==> config.mk <==
export PLATFORM = sky130hd
export DESIGN_NAME = target_ddr_word_rx_flat
export DESIGN_NICKNAME = d
export VERILOG_FILES = /design/src/rtl/target_ddr_word_rx_pkg.sv /design/src/rtl/target_ddr_word_rx_if.sv /design/src/rtl/target_ddr_word_rx_fifo.sv /design/src/rtl/target_ddr_word_rx.sv /design/src/flat_wrapper.sv
export SDC_FILE = /design/constraint.sdc
export NUM_CORES = 1
export LEC_CHECK = 0
export BUFFER_PORTS_ARGS = -buffer_cell sky130_fd_sc_hd__buf_2
export CAP_MARGIN = 15
export CORE_MARGIN = 10
export CORE_UTILIZATION = 50
export DETAILED_ROUTE_END_ITERATION = 16
export PLACE_DENSITY = 0.74
export SLEW_MARGIN = 20
export SYNTH_ARGS = -nofsm -noshare
export SYNTH_HDL_FRONTEND = slang
export SYNTH_SLANG_ARGS = --single-unit
==> constraint.sdc <==
create_clock -name i_sys_clk -period 2.4 [get_ports i_sys_clk]
set_clock_uncertainty 0.2 [all_clocks]
set_input_delay 0 -clock i_sys_clk [delete_from_list [all_inputs] [get_ports i_sys_clk]]
set_output_delay 0 -clock i_sys_clk [all_outputs]
set_load 0.02 [all_outputs]
==> src/rtl/target_ddr_word_rx_pkg.sv <==
// Shared types and constants for the DDR word receiver.
// Optional CRC checking is enabled with the DDR_RX_CRC_EN macro.
package ddr_rx_pkg;

    localparam int unsigned WORD_W_DEF     = 16;
    localparam int unsigned FIFO_DEPTH_DEF = 4;
    localparam int unsigned CRC_W          = 5;

    localparam logic [1:0]       PRE_DATA   = 2'b10;
    localparam logic [1:0]       PRE_TOKEN  = 2'b01;
    localparam logic [3:0]       TOKEN_CODE = 4'b1100;
    localparam logic [CRC_W-1:0] CRC5_POLY  = 5'b00101;
    localparam logic [CRC_W-1:0] CRC5_INIT  = 5'b11111;

    typedef enum logic [2:0] {
        ST_IDLE,
        ST_PRE,
        ST_DATA,
        ST_PARITY,
        ST_TOKEN,
        ST_CRC,
        ST_HALT
    } rx_state_e;

    // Registered one-cycle frame event pulses
    typedef struct packed {
        logic frame_done;
        logic parity_err;
        logic frame_err;
    } rx_evt_t;

    // One MSB-first serial step of CRC5 x^5+x^2+1
    function automatic logic [CRC_W-1:0] crc5_step(input logic [CRC_W-1:0] crc, input logic b);
        return {crc[CRC_W-2:0], 1'b0} ^ (((crc[CRC_W-1] ^ b) == 1'b1) ? CRC5_POLY : CRC_W'(0));
    endfunction

endpackage

==> src/rtl/target_ddr_word_rx_if.sv <==
// Received-word stream: receiver (master) presents head word, consumer (slave) pops.
interface target_ddr_word_rx_if
    import ddr_rx_pkg::*;
#(
    parameter int unsigned WORD_W = WORD_W_DEF
);
    logic [WORD_W-1:0] o_word_data;
    logic              o_word_valid;
    logic              i_word_ready;

    modport master (
        output o_word_data,
        output o_word_valid,
        input  i_word_ready
    );

    modport slave (
        input  o_word_data,
        input  o_word_valid,
        output i_word_ready
    );
endinterface

==> src/rtl/target_ddr_word_rx_fifo.sv <==
// Received-word buffer: power-of-two depth, head word read straight from storage.
module ddr_rx_word_fifo
    import ddr_rx_pkg::*;
#(
    parameter int unsigned WORD_W     = WORD_W_DEF,
    parameter int unsigned FIFO_DEPTH = FIFO_DEPTH_DEF
) (
    input  logic              i_clk,
    input  logic              i_rst_n,
    input  logic              i_push,
    input  logic [WORD_W-1:0] i_push_data,
    input  logic              i_pop,
    output logic [WORD_W-1:0] o_data,
    output logic              o_valid,
    output logic              o_full
);

    localparam int unsigned PTR_W = (FIFO_DEPTH > 1) ? $clog2(FIFO_DEPTH) : 1;
    localparam int unsigned CNT_W = PTR_W + 1;

    logic [WORD_W-1:0] r_mem [FIFO_DEPTH];
    logic [PTR_W-1:0]  r_wr_ptr;
    logic [PTR_W-1:0]  r_rd_ptr;
    logic [CNT_W-1:0]  r_count;

    logic w_empty;
    logic w_full;
    logic w_pop;
    logic w_push;

    assign w_empty = (r_count == CNT_W'(0));
    assign w_full  = (r_count == CNT_W'(FIFO_DEPTH));
    assign w_pop   = i_pop & ~w_empty;
    // A pop in the same cycle frees the slot, so a push into a full FIFO still lands
    assign w_push  = i_push & (~w_full | w_pop);

    always_ff @(posedge i_clk or negedge i_rst_n) begin
        if (!i_rst_n) begin
            for (int i = 0; i < int'(FIFO_DEPTH); i++) begin
                r_mem[i] <= '0;
            end
            r_wr_ptr <= '0;
            r_rd_ptr <= '0;
            r_count  <= '0;
        end else begin
            if (w_push) begin
                r_mem[r_wr_ptr] <= i_push_data;
                r_wr_ptr        <= r_wr_ptr + PTR_W'(1);
            end
            if (w_pop) begin
                r_rd_ptr <= r_rd_ptr + PTR_W'(1);
            end
            case ({w_push, w_pop})
                2'b10:   r_count <= r_count + CNT_W'(1);
                2'b01:   r_count <= r_count - CNT_W'(1);
                default: r_count <= r_count;
            endcase
        end
    end

    assign o_data  = r_mem[r_rd_ptr];
    assign o_valid = ~w_empty;
    assign o_full  = w_full;

endmodule

==> src/rtl/target_ddr_word_rx.sv <==
// DDR serial word receiver: preamble/data/parity/token/CRC framing into a word FIFO.
// Define DDR_RX_CRC_EN to check the received CRC5 field against the payload.
module target_ddr_word_rx
    import ddr_rx_pkg::*;
#(
    parameter int unsigned WORD_W     = WORD_W_DEF,
    parameter int unsigned FIFO_DEPTH = FIFO_DEPTH_DEF
) (
    input  logic                 i_sys_clk,
    input  logic                 i_sys_rst,
    input  logic                 i_sclgen_scl_pos_edge,
    input  logic                 i_sclgen_scl_neg_edge,
    input  logic                 i_sdahnd_rx_sda,
    input  logic                 i_ddrccc_rx_en,
    target_ddr_word_rx_if.master word_if,
    output logic                 o_frame_done,
    output logic                 o_parity_err,
    output logic                 o_crc_err,
    output logic                 o_frame_err,
    output logic                 o_overflow
);

    localparam int unsigned CNT_W = $clog2(WORD_W);

    rx_state_e         r_state;
    rx_state_e         w_state_nxt;
    logic [CNT_W-1:0]  r_cnt;
    logic [CNT_W-1:0]  w_cnt_nxt;
    logic [WORD_W-2:0] r_shift;
    logic [WORD_W-2:0] w_shift_nxt;
    logic [WORD_W-1:0] w_shift_in;
    logic [WORD_W-1:0] r_word;
    logic [WORD_W-1:0] w_word_nxt;
    logic              r_rx_en_d;
    logic              r_push;
    logic              w_push_nxt;
    rx_evt_t           r_evt;
    rx_evt_t           w_evt_nxt;
    logic              r_overflow;
    logic              w_overflow_nxt;
    logic              w_sample;
    logic              w_frame_start;
    logic              w_full;
    logic              w_drop;
`ifdef DDR_RX_CRC_EN
    logic [CRC_W-1:0]  r_crc;
    logic [CRC_W-1:0]  w_crc_nxt;
    logic              r_crc_err;
    logic              w_crc_err_nxt;
`endif

    // Expected {PA1, PA0}: PA1 over odd-indexed bits, PA0 over even-indexed bits inverted
    function automatic logic [1:0] word_parity(input logic [WORD_W-1:0] w);
        logic pa1;
        logic pa0;
        pa1 = 1'b0;
        pa0 = 1'b1;
        for (int i = 0; i < int'(WORD_W); i++) begin
            if ((i % 2) == 1) pa1 = pa1 ^ w[i];
            else              pa0 = pa0 ^ w[i];
        end
        return {pa1, pa0};
    endfunction

`ifdef DDR_RX_CRC_EN
    function automatic logic [CRC_W-1:0] crc5_word(input logic [CRC_W-1:0] crc,
                                                   input logic [WORD_W-1:0] w);
        logic [CRC_W-1:0] c;
        c = crc;
        for (int i = int'(WORD_W) - 1; i >= 0; i--) begin
            c = crc5_step(c, w[i]);
        end
        return c;
    endfunction
`endif

    // Either SCL edge is a DDR sample point; simultaneous pulses count once
    assign w_sample      = i_sclgen_scl_pos_edge | i_sclgen_scl_neg_edge;
    assign w_shift_in    = {r_shift, i_sdahnd_rx_sda};
    assign w_frame_start = (r_state == ST_IDLE) & i_ddrccc_rx_en & ~r_rx_en_d;
    assign w_drop        = r_push & w_full & ~word_if.i_word_ready;

    always_ff @(posedge i_sys_clk or negedge i_sys_rst) begin
        if (!i_sys_rst) begin
            r_state    <= ST_IDLE;
            r_cnt      <= '0;
            r_shift    <= '0;
            r_word     <= '0;
            r_rx_en_d  <= 1'b0;
            r_push     <= 1'b0;
            r_evt      <= '0;
            r_overflow <= 1'b0;
`ifdef DDR_RX_CRC_EN
            r_crc      <= CRC5_INIT;
            r_crc_err  <= 1'b0;
`endif
        end else begin
            r_state    <= w_state_nxt;
            r_cnt      <= w_cnt_nxt;
            r_shift    <= w_shift_nxt;
            r_word     <= w_word_nxt;
            r_rx_en_d  <= i_ddrccc_rx_en;
            r_push     <= w_push_nxt;
            r_evt      <= w_evt_nxt;
            r_overflow <= w_overflow_nxt;
`ifdef DDR_RX_CRC_EN
            r_crc      <= w_crc_nxt;
            r_crc_err  <= w_crc_err_nxt;
`endif
        end
    end

    always_comb begin
        w_state_nxt    = r_state;
        w_cnt_nxt      = r_cnt;
        w_shift_nxt    = r_shift;
        w_word_nxt     = r_word;
        w_push_nxt     = 1'b0;
        w_evt_nxt      = '0;
        w_overflow_nxt = r_overflow;
`ifdef DDR_RX_CRC_EN
        w_crc_nxt      = r_crc;
        w_crc_err_nxt  = 1'b0;
`endif

        if (!i_ddrccc_rx_en) begin
            w_state_nxt = ST_IDLE;
            w_cnt_nxt   = '0;
        end else begin
            case (r_state)
                ST_IDLE: begin
                    if (!r_rx_en_d) begin
                        w_state_nxt = ST_PRE;
                        w_cnt_nxt   = '0;
`ifdef DDR_RX_CRC_EN
                        w_crc_nxt   = CRC5_INIT;
`endif
                    end
                end
                ST_PRE: begin
                    if (w_sample) begin
                        w_shift_nxt = w_shift_in[WORD_W-2:0];
                        if (r_cnt == CNT_W'(1)) begin
                            w_cnt_nxt = '0;
                            if (w_shift_in[1:0] == PRE_DATA) begin
                                w_state_nxt = ST_DATA;
                            end else if (w_shift_in[1:0] == PRE_TOKEN) begin
                                w_state_nxt = ST_TOKEN;
                            end else begin
                                w_evt_nxt.frame_err = 1'b1;
                                w_state_nxt         = ST_HALT;
                            end
                        end else begin
                            w_cnt_nxt = CNT_W'(1);
                        end
                    end
                end
                ST_DATA: begin
                    if (w_sample) begin
                        w_shift_nxt = w_shift_in[WORD_W-2:0];
                        if (r_cnt == CNT_W'(WORD_W - 1)) begin
                            w_cnt_nxt   = '0;
                            w_word_nxt  = w_shift_in;
                            w_state_nxt = ST_PARITY;
                        end else begin
                            w_cnt_nxt = r_cnt + CNT_W'(1);
                        end
                    end
                end
                ST_PARITY: begin
                    if (w_sample) begin
                        w_shift_nxt = w_shift_in[WORD_W-2:0];
                        if (r_cnt == CNT_W'(1)) begin
                            w_cnt_nxt = '0;
                            if (w_shift_in[1:0] == word_parity(r_word)) begin
                                w_push_nxt  = 1'b1;
                                w_state_nxt = ST_PRE;
`ifdef DDR_RX_CRC_EN
                                w_crc_nxt   = crc5_word(r_crc, r_word);
`endif
                            end else begin
                                w_evt_nxt.parity_err = 1'b1;
                                w_state_nxt          = ST_HALT;
                            end
                        end else begin
                            w_cnt_nxt = CNT_W'(1);
                        end
                    end
                end
                ST_TOKEN: begin
                    if (w_sample) begin
                        w_shift_nxt = w_shift_in[WORD_W-2:0];
                        if (r_cnt == CNT_W'(3)) begin
                            w_cnt_nxt = '0;
                            if (w_shift_in[3:0] == TOKEN_CODE) begin
                                w_state_nxt = ST_CRC;
                            end else begin
                                w_evt_nxt.frame_err = 1'b1;
                                w_state_nxt         = ST_HALT;
                            end
                        end else begin
                            w_cnt_nxt = r_cnt + CNT_W'(1);
                        end
                    end
                end
                ST_CRC: begin
                    if (w_sample) begin
                        w_shift_nxt = w_shift_in[WORD_W-2:0];
                        if (r_cnt == CNT_W'(CRC_W - 1)) begin
                            w_cnt_nxt            = '0;
                            w_evt_nxt.frame_done = 1'b1;
                            w_state_nxt          = ST_HALT;
`ifdef DDR_RX_CRC_EN
                            w_crc_err_nxt        = (w_shift_in[CRC_W-1:0] != r_crc);
`endif
                        end else begin
                            w_cnt_nxt = r_cnt + CNT_W'(1);
                        end
                    end
                end
                ST_HALT: begin
                    w_state_nxt = ST_HALT;
                end
                default: begin
                    w_state_nxt = ST_IDLE;
                end
            endcase
        end

        // Overflow is sticky for the frame; a drop in the start cycle still wins
        if (w_frame_start) w_overflow_nxt = 1'b0;
        if (w_drop)        w_overflow_nxt = 1'b1;
    end

    ddr_rx_word_fifo #(
        .WORD_W     (WORD_W),
        .FIFO_DEPTH (FIFO_DEPTH)
    ) u_fifo (
        .i_clk       (i_sys_clk),
        .i_rst_n     (i_sys_rst),
        .i_push      (r_push),
        .i_push_data (r_word),
        .i_pop       (word_if.i_word_ready),
        .o_data      (word_if.o_word_data),
        .o_valid     (word_if.o_word_valid),
        .o_full      (w_full)
    );

    assign o_frame_done = r_evt.frame_done;
    assign o_parity_err = r_evt.parity_err;
    assign o_frame_err  = r_evt.frame_err;
    assign o_overflow   = r_overflow;
`ifdef DDR_RX_CRC_EN
    assign o_crc_err    = r_crc_err;
`else
    assign o_crc_err    = 1'b0;
`endif

endmodule

==> src/flat_wrapper.sv <==
// flat-port wrapper written by rule: the top's interface ports become plain ports
module target_ddr_word_rx_flat import ddr_rx_pkg::*;
#(
    parameter int unsigned WORD_W     = WORD_W_DEF,
    parameter int unsigned FIFO_DEPTH = FIFO_DEPTH_DEF
)
  (i_sys_clk, i_sys_rst, i_sclgen_scl_pos_edge, i_sclgen_scl_neg_edge, i_sdahnd_rx_sda, i_ddrccc_rx_en, o_frame_done, o_parity_err, o_crc_err, o_frame_err, o_overflow, word_if_o_word_data, word_if_o_word_valid, word_if_i_word_ready);
  target_ddr_word_rx_if #(.WORD_W(WORD_W)) word_if_i ();
  input  logic i_sys_clk;
  input  logic i_sys_rst;
  input  logic i_sclgen_scl_pos_edge;
  input  logic i_sclgen_scl_neg_edge;
  input  logic i_sdahnd_rx_sda;
  input  logic i_ddrccc_rx_en;
  output logic o_frame_done;
  output logic o_parity_err;
  output logic o_crc_err;
  output logic o_frame_err;
  output logic o_overflow;
  output wire logic [$bits(word_if_i.o_word_data)-1:0] word_if_o_word_data;
  output wire logic [$bits(word_if_i.o_word_valid)-1:0] word_if_o_word_valid;
  input wire logic [$bits(word_if_i.i_word_ready)-1:0] word_if_i_word_ready;
  assign word_if_o_word_data = word_if_i.o_word_data;
  assign word_if_o_word_valid = word_if_i.o_word_valid;
  assign word_if_i.i_word_ready = word_if_i_word_ready;
  target_ddr_word_rx #(.WORD_W(WORD_W), .FIFO_DEPTH(FIFO_DEPTH)) u_core (.i_sys_clk(i_sys_clk), .i_sys_rst(i_sys_rst), .i_sclgen_scl_pos_edge(i_sclgen_scl_pos_edge), .i_sclgen_scl_neg_edge(i_sclgen_scl_neg_edge), .i_sdahnd_rx_sda(i_sdahnd_rx_sda), .i_ddrccc_rx_en(i_ddrccc_rx_en), .word_if(word_if_i), .o_frame_done(o_frame_done), .o_parity_err(o_parity_err), .o_crc_err(o_crc_err), .o_frame_err(o_frame_err), .o_overflow(o_overflow));
endmodule
==> impl_metrics.csv <==
group,metric,value,unit
outcome,status,"complete, no violations",
drt,wl,10500,um
worst_setup_path,reg2reg_to,"u_core.r_state[0]",
floorplan,dieArea,15300,sq um
clock_tree,numCtsBuffers,17,
logic_synthesis,synth_compound_area_share,3.71,%
sta,whs,48.9,ps
logic_synthesis,yosys.area_share.simple,6.55,%
drt,top_layer_used,"met4",
power,p_seq_share,40.0,%
sta,period_share,95.3,%
hold_path,hp-class,"in2reg",
floorplan,die_h,124,um
power,ir_worst_vdd,0.511,mV
power,leakage,3.19,nW
drt,via_per_inst,5.48,
logic_synthesis,synthDistinctLibCells,51,
logic_synthesis,synth_xor_xnor_area_share,4.05,%
logic_synthesis,synthMuxAreaShare,26.8,%
clock_tree,tritoncts,"yes",
hold_path,min_path_cells,2,
global_route,grt_pass1_wl,17600,um
placement,port_buffers,27,
placement,place_hpwl,6820,um
final_layout,fin_nets,453,
power,p_sw,0.00166,W
logic_synthesis,synth-edff-count,0,
worst_setup_path,worstPathRequired,2600,ps
drt,firstDrtPassIters,4,
clock_tree,cts_buffer_depth,2,
power,p_int,0.00425,W
drt,ant_nets,0,
final_layout,multi_input_area,2380,sq um
worst_setup_path,reg2reg_slack,110,ps
final_layout,n_antenna_cell,0,
drt,routedWlPerCell,18.1,um
logic_synthesis,synth_seq_cells,115,
final_layout,area_delta_synth_final,20.3,%
clock_tree,clkLatencyLatePin,510,ps
logic_synthesis,synth_cells,378,
global_route,grt_max_degree,47,
floorplan,rows,37,
logic_synthesis,yosysMostFrequentCell,"dfrtp_1",
drt,drcViolationCount,0,
sta,maxSlewViolCount,0,
hold_path,hp-start,"i_ddrccc_rx_en",
drt,drt_iter0_drc,196,
logic_synthesis,synthAdderAreaFrac,2.94,%
sta,tns,0,ps
drt,wl_met3,443,um
floorplan,core_area,10400,sq um
floorplan,ios,29,
drt,dr_total_vias,3188,
final_layout,stdcell_area,6460,sq um
sta,rsz0062_at_grt,"false",
power,swShare,28.1,%
final_layout,drive_gt1_share,42.6,%
placement,dpl-instance-area,5800,sq um
global_route,grt_overflow,0,
logic_synthesis,synth_fp_nets,397,
clock_tree,clock-root-buffer,"clkbuf_8",
final_layout,regArea,2880,sq um
sta,finalSetupViolations,0,
logic_synthesis,synth-main-ff-cell,"dfrtp_1",
sta,fmax,0.437,GHz
hold_path,holdPathEnd,"u_core.r_rx_en_d",
worst_setup_path,critical_path_class,"reg2reg",
worst_setup_path,reg2reg_depth,6,
drt,wl_met2,5250,um
global_route,grt_pass1_vias,3375,
worst_setup_path,critPathMaxFanout,6,
worst_setup_path,crit_path_start_kind,"register",
floorplan,start_util,51.5,%
global_route,antenna_found_initial,0,
global_route,grtUsageTotal,15.1,%
placement,gp_congestion,0.830,
worst_setup_path,r2r_start,"u_core.r_cnt[0]",
clock_tree,path_clk_slew,60,ps
final_layout,nFillCells,777,
floorplan,die_w,124,um
drt,wl_met1,4800,um
clock_tree,h-tree-depth,4,
logic_synthesis,synth.top_cells.by_count,"115 x dfrtp_1, 94 x mux2_2, 16 x mux4_2",
power,combPwrFrac,21.6,%
worst_setup_path,arrival,2490,ps
power,clkPwrFrac,38.4,%
worst_setup_path,end_kind,"register",
logic_synthesis,yosysSeqAreaShare,53.6,%
power,p_per_area,915,nW/um^2
logic_synthesis,synth.area.top_cells,"dfrtp_1 54%, mux2_2 20%, mux4_2 6.7%",
clock_tree,numClockSinks,115,
logic_synthesis,synth_top_family_by_area,"multiplexers",
logic_synthesis,ys_async_sr_fraction,100,%
flow_run,maxCapViolCount,0,
logic_synthesis,syn_avg_cell_area,14.2,sq um
sta,post-route-min-period,2290,ps
logic_synthesis,synth_top_area_share,53.6,%
logic_synthesis,synth_top_area_cell,"dfrtp_1",
sta,finalHoldViolations,0,
logic_synthesis,yosysWarnings,0,
logic_synthesis,syn_area,5370,sq um
==> how the worst max path moves through the flow <==
| stage | from | to | slack (ps) |
|---|---|---|---|
| 3_5_place_dp | u_core.u_fifo.r_count[1] | u_core.u_fifo.r_count[2] | 110 |
| 2_1_floorplan | u_core.u_fifo.r_count[1] | u_core.u_fifo.r_count[2] | 110 |
| 5_1_grt | u_core.r_cnt[0] | u_core.r_state[0] | 9 |
| 4_1_cts | u_core.r_cnt[0] | u_core.r_state[0] | 100 |
| 3_3_place_gp | u_core.r_cnt[0] | u_core.r_state[0] | 190 |
| 6_report | u_core.r_cnt[0] | u_core.r_state[0] | 110 |
==> power groups by stage <==
stage | registers, W | logic, W | clock network, W
floorplan | 0.00227 | 0.000970 | 0
global placement | 0.00237 | 0.00123 | 0
detailed placement | 0.00239 | 0.00126 | 0
CTS | 0.00236 | 0.00128 | 0.00232
global route | 0.00240 | 0.00141 | 0.00241
finish | 0.00236 | 0.00128 | 0.00227
==> cell usage in the layout (no fill, tap or decap), drive strengths merged, types with 5 or more instances in the layout <==
| master | count |
|---|---|
| nor3 | 6 |
| xnor2 | 12 |
| buf | 45 |
| ha | 11 |
| dfrtp | 115 |
| nand3 | 5 |
| mux4 | 16 |
| nor2b | 6 |
| clkbuf | 27 |
| inv | 12 |
| dlygate4sd3 | 8 |
| xor2 | 6 |
| nor2 | 9 |
| mux2 | 94 |
| o21ai | 9 |
| nand2 | 15 |
==> routing by layer <==
metal	up-vias	track usage (%)
li1	1475	-
met1	1663	20.0
met2	46	23.1
met3	4	5.48
met4	0	4.15
met5	-	0
==> cell type report <==
| cell class | count | share of cell area, % |
|---|---|---|
| Sequential cell | 115 | 44.6 |
| Multi-Input combinational cell | 235 | 36.8 |
| Clock buffer | 27 | 7.61 |
| Timing Repair Buffer | 53 | 6.94 |
| Tap cell | 136 | 2.64 |
| Clock inverter | 4 | 0.736 |
| Inverter | 12 | 0.698 |
==> worst max-delay path, stage by stage (launching register included) <==
cell      delay (ps)
dfrtp_1          440
ha_2             250
or3b_1           340
a22o_1           210
nand3b_2         240
a311o_1          330
and3_1           180
==> flip-flops by register name, summed over array words and instances (netlist names) <==
signal	cells
u_core.o_parity_err	1
u_core.u_fifo.r_mem	64
u_core.r_cnt	4
u_core.u_fifo.r_rd_ptr	2
u_core.r_rx_en_d	1
u_core.u_fifo.r_wr_ptr	2
u_core.o_overflow	1
u_core.r_word	16
u_core.u_fifo.r_count	3
u_core.o_frame_done	1
u_core.r_shift	15
u_core.o_frame_err	1
u_core.r_push	1
u_core.r_state	3
==> cell families after synthesis <==
group | count (synthesis)
AO/OA/AOI/OAI | 29
XOR/XNOR | 20
adder cells (fa/ha/maj) | 12
buffers and inverters | 28
flip-flops | 115
multiplexers | 112
other | 1
AND/OR/NAND/NOR | 61
==> stage by stage <==
step / std cells / power (W) / worst slack (ps) / utilization, %
final: 582 / 0.00591 / 113 / 62.0
after global routing: 582 / 0.00623 / 8.72 / 62.0
after CTS: 582 / 0.00596 / 104 / 61.9
after detailed placement: 542 / 0.00364 / 107 / 55.7
after global placement: 542 / 0.00360 / 190 / 55.7
after floorplan: 378 / 0.00324 / 114 / -
==> what timing repair did <==
item / 4_1_cts / 5_1_grt
hold buffers: 9 / 0
buffers inserted: 0 / 0
gates resized for setup: 0 / 2
endpoints found under the setup margin: 0 / 2
hold endpoints to repair: 136 / 0
(Power assumes the default switching activity.)
